## src/rtl/elem_adder_arbiter.sv

```systemverilog
// Round-robin burst arbiter that shares one fixed-latency modular adder between NREQ requesters.
// Optional tag/valid consistency check is built when ELEM_ADDER_ARB_TAG_CHECK_EN is defined.
module elem_adder_arbiter #(
   parameter int NREQ    = 4,
   parameter int ADD_LAT = 5,
   parameter int ID      = 0,
   parameter int FSIZE   = 16
) (
   input  logic                  clk,
   input  logic                  rstn,
   input  logic [NREQ-1:0]       req_valid,
   input  logic [NREQ-1:0]       req_last,
   input  logic [NREQ*FSIZE-1:0] req_op1,
   input  logic [NREQ*FSIZE-1:0] req_op2,
   input  logic [NREQ*FSIZE-1:0] req_p,
   output logic [NREQ-1:0]       req_ready,
   output logic                  add_in_valid,
   output logic                  add_in_last,
   output logic [FSIZE-1:0]      add_op1,
   output logic [FSIZE-1:0]      add_op2,
   output logic [FSIZE-1:0]      add_p,
   input  logic                  add_out_valid,
   input  logic                  add_out_last,
   input  logic [FSIZE-1:0]      add_out,
   output logic [NREQ-1:0]       rsp_valid,
   output logic                  rsp_last,
   output logic [FSIZE-1:0]      rsp_data,
   output logic                  busy,
   output logic                  err
);

   localparam int IDW  = (NREQ > 1) ? $clog2(NREQ) : 1;
   localparam int IDW1 = IDW + 1;
   localparam int CW   = $clog2(ADD_LAT + 1);

   localparam logic [1:0] S_IDLE  = 2'd0;
   localparam logic [1:0] S_DRAIN = 2'd1;
   localparam logic [1:0] S_BURST = 2'd2;

   // Packed views share the flat bus layout: requester g sits at [g*FSIZE +: FSIZE].
   logic [NREQ-1:0][FSIZE-1:0] op1_a, op2_a, p_a;
   assign op1_a = req_op1;
   assign op2_a = req_op2;
   assign p_a   = req_p;

   logic [1:0]       state_q, state_d;
   logic [IDW-1:0]   grant_q, grant_d;
   logic [IDW-1:0]   rr_q, rr_d;
   logic [FSIZE-1:0] p_q, p_d;
   logic [CW-1:0]    inflight_q, inflight_d;

   logic [ADD_LAT-1:0]            vld_pipe_q;
   logic [ADD_LAT-1:0][IDW-1:0]   tag_id_q;

   logic [NREQ-1:0]  rsp_valid_q;
   logic             rsp_last_q;
   logic [FSIZE-1:0] rsp_data_q;

   // Cyclic priority search starting at rr_q.
   logic           win_found;
   logic [IDW-1:0] win_id;
   logic [IDW:0]   sum;
   always_comb begin
      win_found = 1'b0;
      win_id    = rr_q;
      sum       = '0;
      for (int k = 0; k < NREQ; k++) begin
         sum = {1'b0, rr_q} + IDW1'(k);
         if (sum >= IDW1'(NREQ)) sum = sum - IDW1'(NREQ);
         if (!win_found && req_valid[sum[IDW-1:0]]) begin
            win_found = 1'b1;
            win_id    = sum[IDW-1:0];
         end
      end
   end

   logic in_burst, beat_acc, dec;
   assign in_burst = (state_q == S_BURST);
   assign beat_acc = in_burst & req_valid[grant_q];

   always_comb begin
      state_d = state_q;
      grant_d = grant_q;
      rr_d    = rr_q;
      p_d     = p_q;
      case (state_q)
         S_IDLE: begin
            if (win_found) begin
               grant_d = win_id;
               if ((p_a[win_id] == p_q) || (inflight_q == '0)) begin
                  p_d     = p_a[win_id];
                  state_d = S_BURST;
               end else begin
                  state_d = S_DRAIN;
               end
            end
         end
         S_DRAIN: begin
            if (inflight_q == '0) begin
               p_d     = p_a[grant_q];
               state_d = S_BURST;
            end
         end
         S_BURST: begin
            if (beat_acc && req_last[grant_q]) begin
               rr_d    = (grant_q == IDW'(NREQ-1)) ? '0 : grant_q + 1'b1;
               state_d = S_IDLE;
            end
         end
         default: state_d = S_IDLE;
      endcase
   end

   always_comb begin
      req_ready = '0;
      if (in_burst) req_ready[grant_q] = 1'b1;
   end

   assign add_in_valid = beat_acc;
   assign add_in_last  = in_burst & req_last[grant_q];
   assign add_op1      = in_burst ? op1_a[grant_q] : '0;
   assign add_op2      = in_burst ? op2_a[grant_q] : '0;
   assign add_p        = p_q;

   // A result with nothing outstanding is spurious; it must not wrap the counter.
   assign dec = add_out_valid & (inflight_q != '0);
   always_comb begin
      inflight_d = inflight_q;
      case ({add_in_valid, dec})
         2'b10:   inflight_d = inflight_q + 1'b1;
         2'b01:   inflight_d = inflight_q - 1'b1;
         default: inflight_d = inflight_q;
      endcase
   end

   always_ff @(posedge clk or negedge rstn) begin
      if (!rstn) begin
         state_q    <= S_IDLE;
         grant_q    <= '0;
         rr_q       <= '0;
         p_q        <= '0;
         inflight_q <= '0;
      end else begin
         state_q    <= state_d;
         grant_q    <= grant_d;
         rr_q       <= rr_d;
         p_q        <= p_d;
         inflight_q <= inflight_d;
      end
   end

   // Tag pipe: the tail lines up with add_out_valid for the same op.
   always_ff @(posedge clk or negedge rstn) begin
      if (!rstn) begin
         vld_pipe_q <= '0;
         tag_id_q   <= '0;
      end else begin
         for (int k = ADD_LAT-1; k > 0; k--) begin
            vld_pipe_q[k] <= vld_pipe_q[k-1];
            tag_id_q[k]   <= tag_id_q[k-1];
         end
         vld_pipe_q[0] <= add_in_valid;
         tag_id_q[0]   <= grant_q;
      end
   end

   logic [NREQ-1:0] tail_oh;
   always_comb begin
      tail_oh = '0;
      tail_oh[tag_id_q[ADD_LAT-1]] = 1'b1;
   end

   always_ff @(posedge clk or negedge rstn) begin
      if (!rstn) begin
         rsp_valid_q <= '0;
         rsp_last_q  <= 1'b0;
         rsp_data_q  <= '0;
      end else begin
         rsp_valid_q <= add_out_valid ? tail_oh : '0;
         rsp_last_q  <= add_out_last;
         rsp_data_q  <= add_out;
      end
   end

   assign rsp_valid = rsp_valid_q;
   assign rsp_last  = rsp_last_q;
   assign rsp_data  = rsp_data_q;
   assign busy      = (state_q != S_IDLE) | (inflight_q != '0);

   logic [31:0] unused_id;
   assign unused_id = 32'(ID);

`ifdef ELEM_ADDER_ARB_TAG_CHECK_EN
   logic err_q;
   always_ff @(posedge clk or negedge rstn) begin
      if (!rstn) begin
         err_q <= 1'b0;
      end else if ((add_out_valid != vld_pipe_q[ADD_LAT-1]) ||
                   (add_out_valid && (inflight_q == '0))) begin
         err_q <= 1'b1;
      end
   end
   assign err = err_q;
`else
   logic unused_tail;
   assign unused_tail = vld_pipe_q[ADD_LAT-1];
   assign err = 1'b0;
`endif

endmodule

```

## config.mk

```make
export PLATFORM = sky130hd
export DESIGN_NAME = elem_adder_arbiter
export DESIGN_NICKNAME = d
export VERILOG_FILES = /design/src/rtl/elem_adder_arbiter.sv
export SDC_FILE = /design/constraint.sdc
export NUM_CORES = 1
export LEC_CHECK = 0
export BUFFER_PORTS_ARGS = -buffer_cell sky130_fd_sc_hd__clkbuf_2
export CAP_MARGIN = 20
export CORE_MARGIN = 3
export CORE_UTILIZATION = 30
export CTS_CLUSTER_DIAMETER = 30
export DETAILED_ROUTE_END_ITERATION = 12
export HOLD_SLACK_MARGIN = 0.12
export PLACE_DENSITY = 0.66
export SLEW_MARGIN = 20
export SYNTH_ARGS = -nofsm -noshare
export SYNTH_HDL_FRONTEND = slang
export SYNTH_SLANG_ARGS = --single-unit
```

## constraint.sdc

```tcl
create_clock -name clk -period 9.35 [get_ports clk]
set_clock_uncertainty 0.1 [all_clocks]
set_input_delay 1.87 -clock clk [delete_from_list [all_inputs] [get_ports clk]]
set_output_delay 1.87 -clock clk [all_outputs]
set_load 0.02 [all_outputs]
```

==> results.md <==
- Unrepaired setup endpoints after global routing: false
- Detailed-route via count: 4523
- Post-DP HPWL: 13.80 mm
- Worst min-delay path class: reg2reg
- Total Power Consumption: 0.001652 W
- Worst hold slack: 0.2519 ns
- Hold_sp: tag_id_q[4]
- Routed wirelength normalized by instance count: 20.41 µm
- Number of clock buffers inserted by TritonCTS: 5
- Net count reported at finish: 869
- Synth top area cells: sky130_fd_sc_hd__mux4_2 33%, sky130_fd_sc_hd__dfrtp_1 31%, sky130_fd_sc_hd__and2_1 5.2%
- Number of global-route vias before repair: 4819
- Launching point of the worst reg2reg path: rr_q[0]
- Portion of the post-synthesis area used by sequential elements: 30.66%
- Setup fix buffers added after clock tree synthesis: 0
- Wire length of the first global-routing pass: 25.76 mm
- Number of iterations in the first detailed-routing pass: 5
- Post-cts hold buffer count: 0
- Number of antenna cells inserted: 0
- Top-area cell type share of the netlist area: 32.52%
- Initial DRC Count: 191
- Number of synthesis warnings: 0
- Clock-pin slew on the worst setup and hold paths: 0.07 ns
- Time the final worst path needs with I/O delays and setup: 4.934 ns
- Total of flip-flops plus latches after synthesis: 56
- Result of the run: finished, final reports clean
- Cell Rows: 44
- Post-synthesis share of cell area spent on and, or, nand and nor gates: 17.77%
- Cell at the root of the clock tree: sky130_fd_sc_hd__clkbuf_16
- Source of the critical timing path: req_valid[0]
- Max transition margin: 31.03%
- Arithmetic-cell share of the synthesized area counting full adders, half adders and majority gates: 1.807%
- Largest net degree at the start of global routing: 57
- Ratio of total power to cell area: 259.5 mW/mm²
- Maximum vdd drop: 0.00008676 V
- Proportion of layout cells with a drive suffix above 1: 63.04%
- Synthesis-to-finish area growth: 39.34%
- Starting Density: 31.09%
- Required time at the endpoint of the critical path: 9.48 ns
- Post-detailed-route DRC marker count: 0
- Chip width: 129.4 µm
- Mux cell area share after synthesis: 37.42%
- Startpoint-to-endpoint class of the critical path: in2reg
- Xor and xnor area share after synthesis: 3.641%
- Setup TNS: 0 ns
- Overall die height: 129.4 µm
- Startpoint type of the worst setup path: input port
- Crit path capture type: register
- Clk Latency, worst-skew pair: 0.30 ns
- Placer's final routability congestion estimate: 0.9598
- Dominant combinational cell family by area after synthesis: multiplexers
- Number of synthesized flops with an enable pin: 0
- Die outline area: 0.01675 mm²
- Primary FF master, synth: sky130_fd_sc_hd__dfrtp_1
- Fmax achieved: 202.7 MHz
- Number of antenna violations at the first check in global routing: 0
- Count of pins on the block boundary: 297
- Post-route clock period utilization: 52.77%
- Cell Area, Synth: 0.004571 mm²
- Max-slew violation count: 0
- Worst endpoint data arrival time: 5.06 ns
- Global-route usage over all layers: 19.73%
- Unique masters post-synth: 43
- Number of vias per cell: 5.463
- Bufs on Longest Clock Path: 2
- Number of buffers added on ports: 295
- Slew at the pin with the worst max-slew slack: 1.035 ns
- Post-synth net total: 595
- Count of final hold-check violations: 0
- Post-route ant nets: 0
- Total detailed-routing wirelength: 16.90 mm
- Clock tree from TritonCTS: yes
- CTS HTree Levels: 2
- Maxcap violations: 0
- Final setup violating endpoints: 0
- Post-synthesis instance total: 369
- Most area-hungry cell type in the Yosys netlist: sky130_fd_sc_hd__mux4_2
- Async set-reset flop share out of synthesis: 100.0%
- Worst-path fanout max: 34
- Mean cell area of the mapped netlist: 12.39 µm²
- Total grt overflow: 0
- # resized after CTS: 0
- Leakage Power: 2.999 nW
- Core Region: 0.01470 mm²
- # clock sinks: 56
- Fraction of the mapped netlist area in compound gates: 4.654%
metal layers:
metal / GRT usage, % / part of all wire (%) / up-vias / wire [µm]
li1: - / - / 1995 / -
met1: 23.01 / 36 / 2234 / 6063
met2: 35.64 / 54 / 250 / 9088
met3: 3.504 / 6.6 / 44 / 1110
met4: 8.313 / 3.8 / 0 / 639
met5: 0 / 0 / - / 0
cell families (layout without fill, tap and decap cells):
logic type	Yosys count	after routing
and+or+nand+nor	133	133
muxes	86	86
DFF	56	56
buffers and inverters	41	316
AOI/OAI and AO/OA	27	27
xor gates and xnor gates	19	19
adders and majority gates	6	6
other	1	1
report_power, final:
group | internal [W] | switching (W)
registers | 0.000312 | 0.000120
clock network | 0.000128 | 0.0000866
logic | 0.000524 | 0.000482
final cells by class:
| cell class | instances | area [µm²] |
|---|---|---|
| Fill cell | 1373 | 8330 |
| Multi-Input combinational cell | 272 | 2993 |
| Sequential cell | 56 | 1406 |
| Timing Repair Buffer | 302 | 1549 |
| Clock buffer | 6 | 128.9 |
| Tap cell | 184 | 230.2 |
| Inverter | 6 | 22.52 |
| Clock inverter | 2 | 38.79 |
sequential cells by signal, summed over array words and instances (netlist names):
| name | count |
|---|---|
| inflight_q | 3 |
| tag_id_q | 10 |
| state_q | 2 |
| grant_q | 2 |
| rr_q | 2 |
| rsp_data | 16 |
| rsp_valid | 4 |
| rsp_last | 1 |
| add_p | 16 |
worst max-delay path, cell delays in order:
cell	delay (ns)
sky130_fd_sc_hd__clkbuf_2	0.11
sky130_fd_sc_hd__nor2b_1	0.15
sky130_fd_sc_hd__a2111o_1	0.41
sky130_fd_sc_hd__nand2_1	0.65
sky130_fd_sc_hd__mux4_2	0.44
sky130_fd_sc_hd__xor2_1	0.16
sky130_fd_sc_hd__nor4_1	0.30
sky130_fd_sc_hd__nand4_1	0.13
sky130_fd_sc_hd__buf_4	0.25
sky130_fd_sc_hd__or3b_2	0.49
sky130_fd_sc_hd__nand3_1	0.07
synthesized netlist by cell type, drive strengths merged (2+ instances only):
library cell / count
a21oi: 3
a221oi: 16
and2: 38
and3: 17
buf: 12
clkbuf: 23
dfrtp: 56
ha: 5
inv: 6
mux2: 19
mux4: 66
nand2: 7
nand3: 32
nor2: 4
nor2b: 5
nor3: 3
nor4: 4
o21ai: 3
or3: 2
or3b: 16
xor2: 18
worst paths after layout:
check                      cells after the start           end  slack [ns]
max                                           11     add_p[10]        4.42
min                                            0   tag_id_q[6]        0.25
max reg2reg                                   10     add_p[10]        5.75
min reg2reg                                    0   tag_id_q[6]        0.25
max in group asynchronous                      2    grant_q[0]        7.00
min in group asynchronous                      2  rsp_data[13]        1.61
stage by stage:
stage | worst slack (ns) | utilization, % | instances | instance area, µm²
after global placement | 3.997 | 41.98 | 819 | 6171
after global routing | 4.226 | 43.33 | 828 | 6369
after floorplan | 4.782 | - | 369 | 4571
after detailed placement | 3.935 | 41.98 | 819 | 6171
after CTS | 4.243 | 43.12 | 827 | 6339
final | 4.416 | 43.33 | 828 | 6369
layout by cell type (no fill, tap or decap), types with 2 or more instances in the layout:
master                      synthesis  routed
sky130_fd_sc_hd__buf_4              1       6
sky130_fd_sc_hd__nor2_1             4       3
sky130_fd_sc_hd__or3_1              2       2
sky130_fd_sc_hd__mux2_2            19      19
sky130_fd_sc_hd__a21oi_1            3       3
sky130_fd_sc_hd__nor2b_1            5       4
sky130_fd_sc_hd__nor4_1             3       3
sky130_fd_sc_hd__and3_1            17      17
sky130_fd_sc_hd__nor3_1             3       3
sky130_fd_sc_hd__ha_1               5       5
sky130_fd_sc_hd__clkbuf_2           1     295
sky130_fd_sc_hd__dfrtp_1           56      54
sky130_fd_sc_hd__and2_1            38      38
sky130_fd_sc_hd__or3b_2             5       5
sky130_fd_sc_hd__nand3_1           32      32
sky130_fd_sc_hd__a221oi_1          16      16
sky130_fd_sc_hd__mux4_2            66      66
sky130_fd_sc_hd__inv_1              6       6
sky130_fd_sc_hd__o21ai_0            2       2
sky130_fd_sc_hd__xor2_1            18      18
sky130_fd_sc_hd__nand2_1            7       7
sky130_fd_sc_hd__or3b_1            11      11
sky130_fd_sc_hd__clkbuf_16          0       5
(Power assumes the default switching activity.)
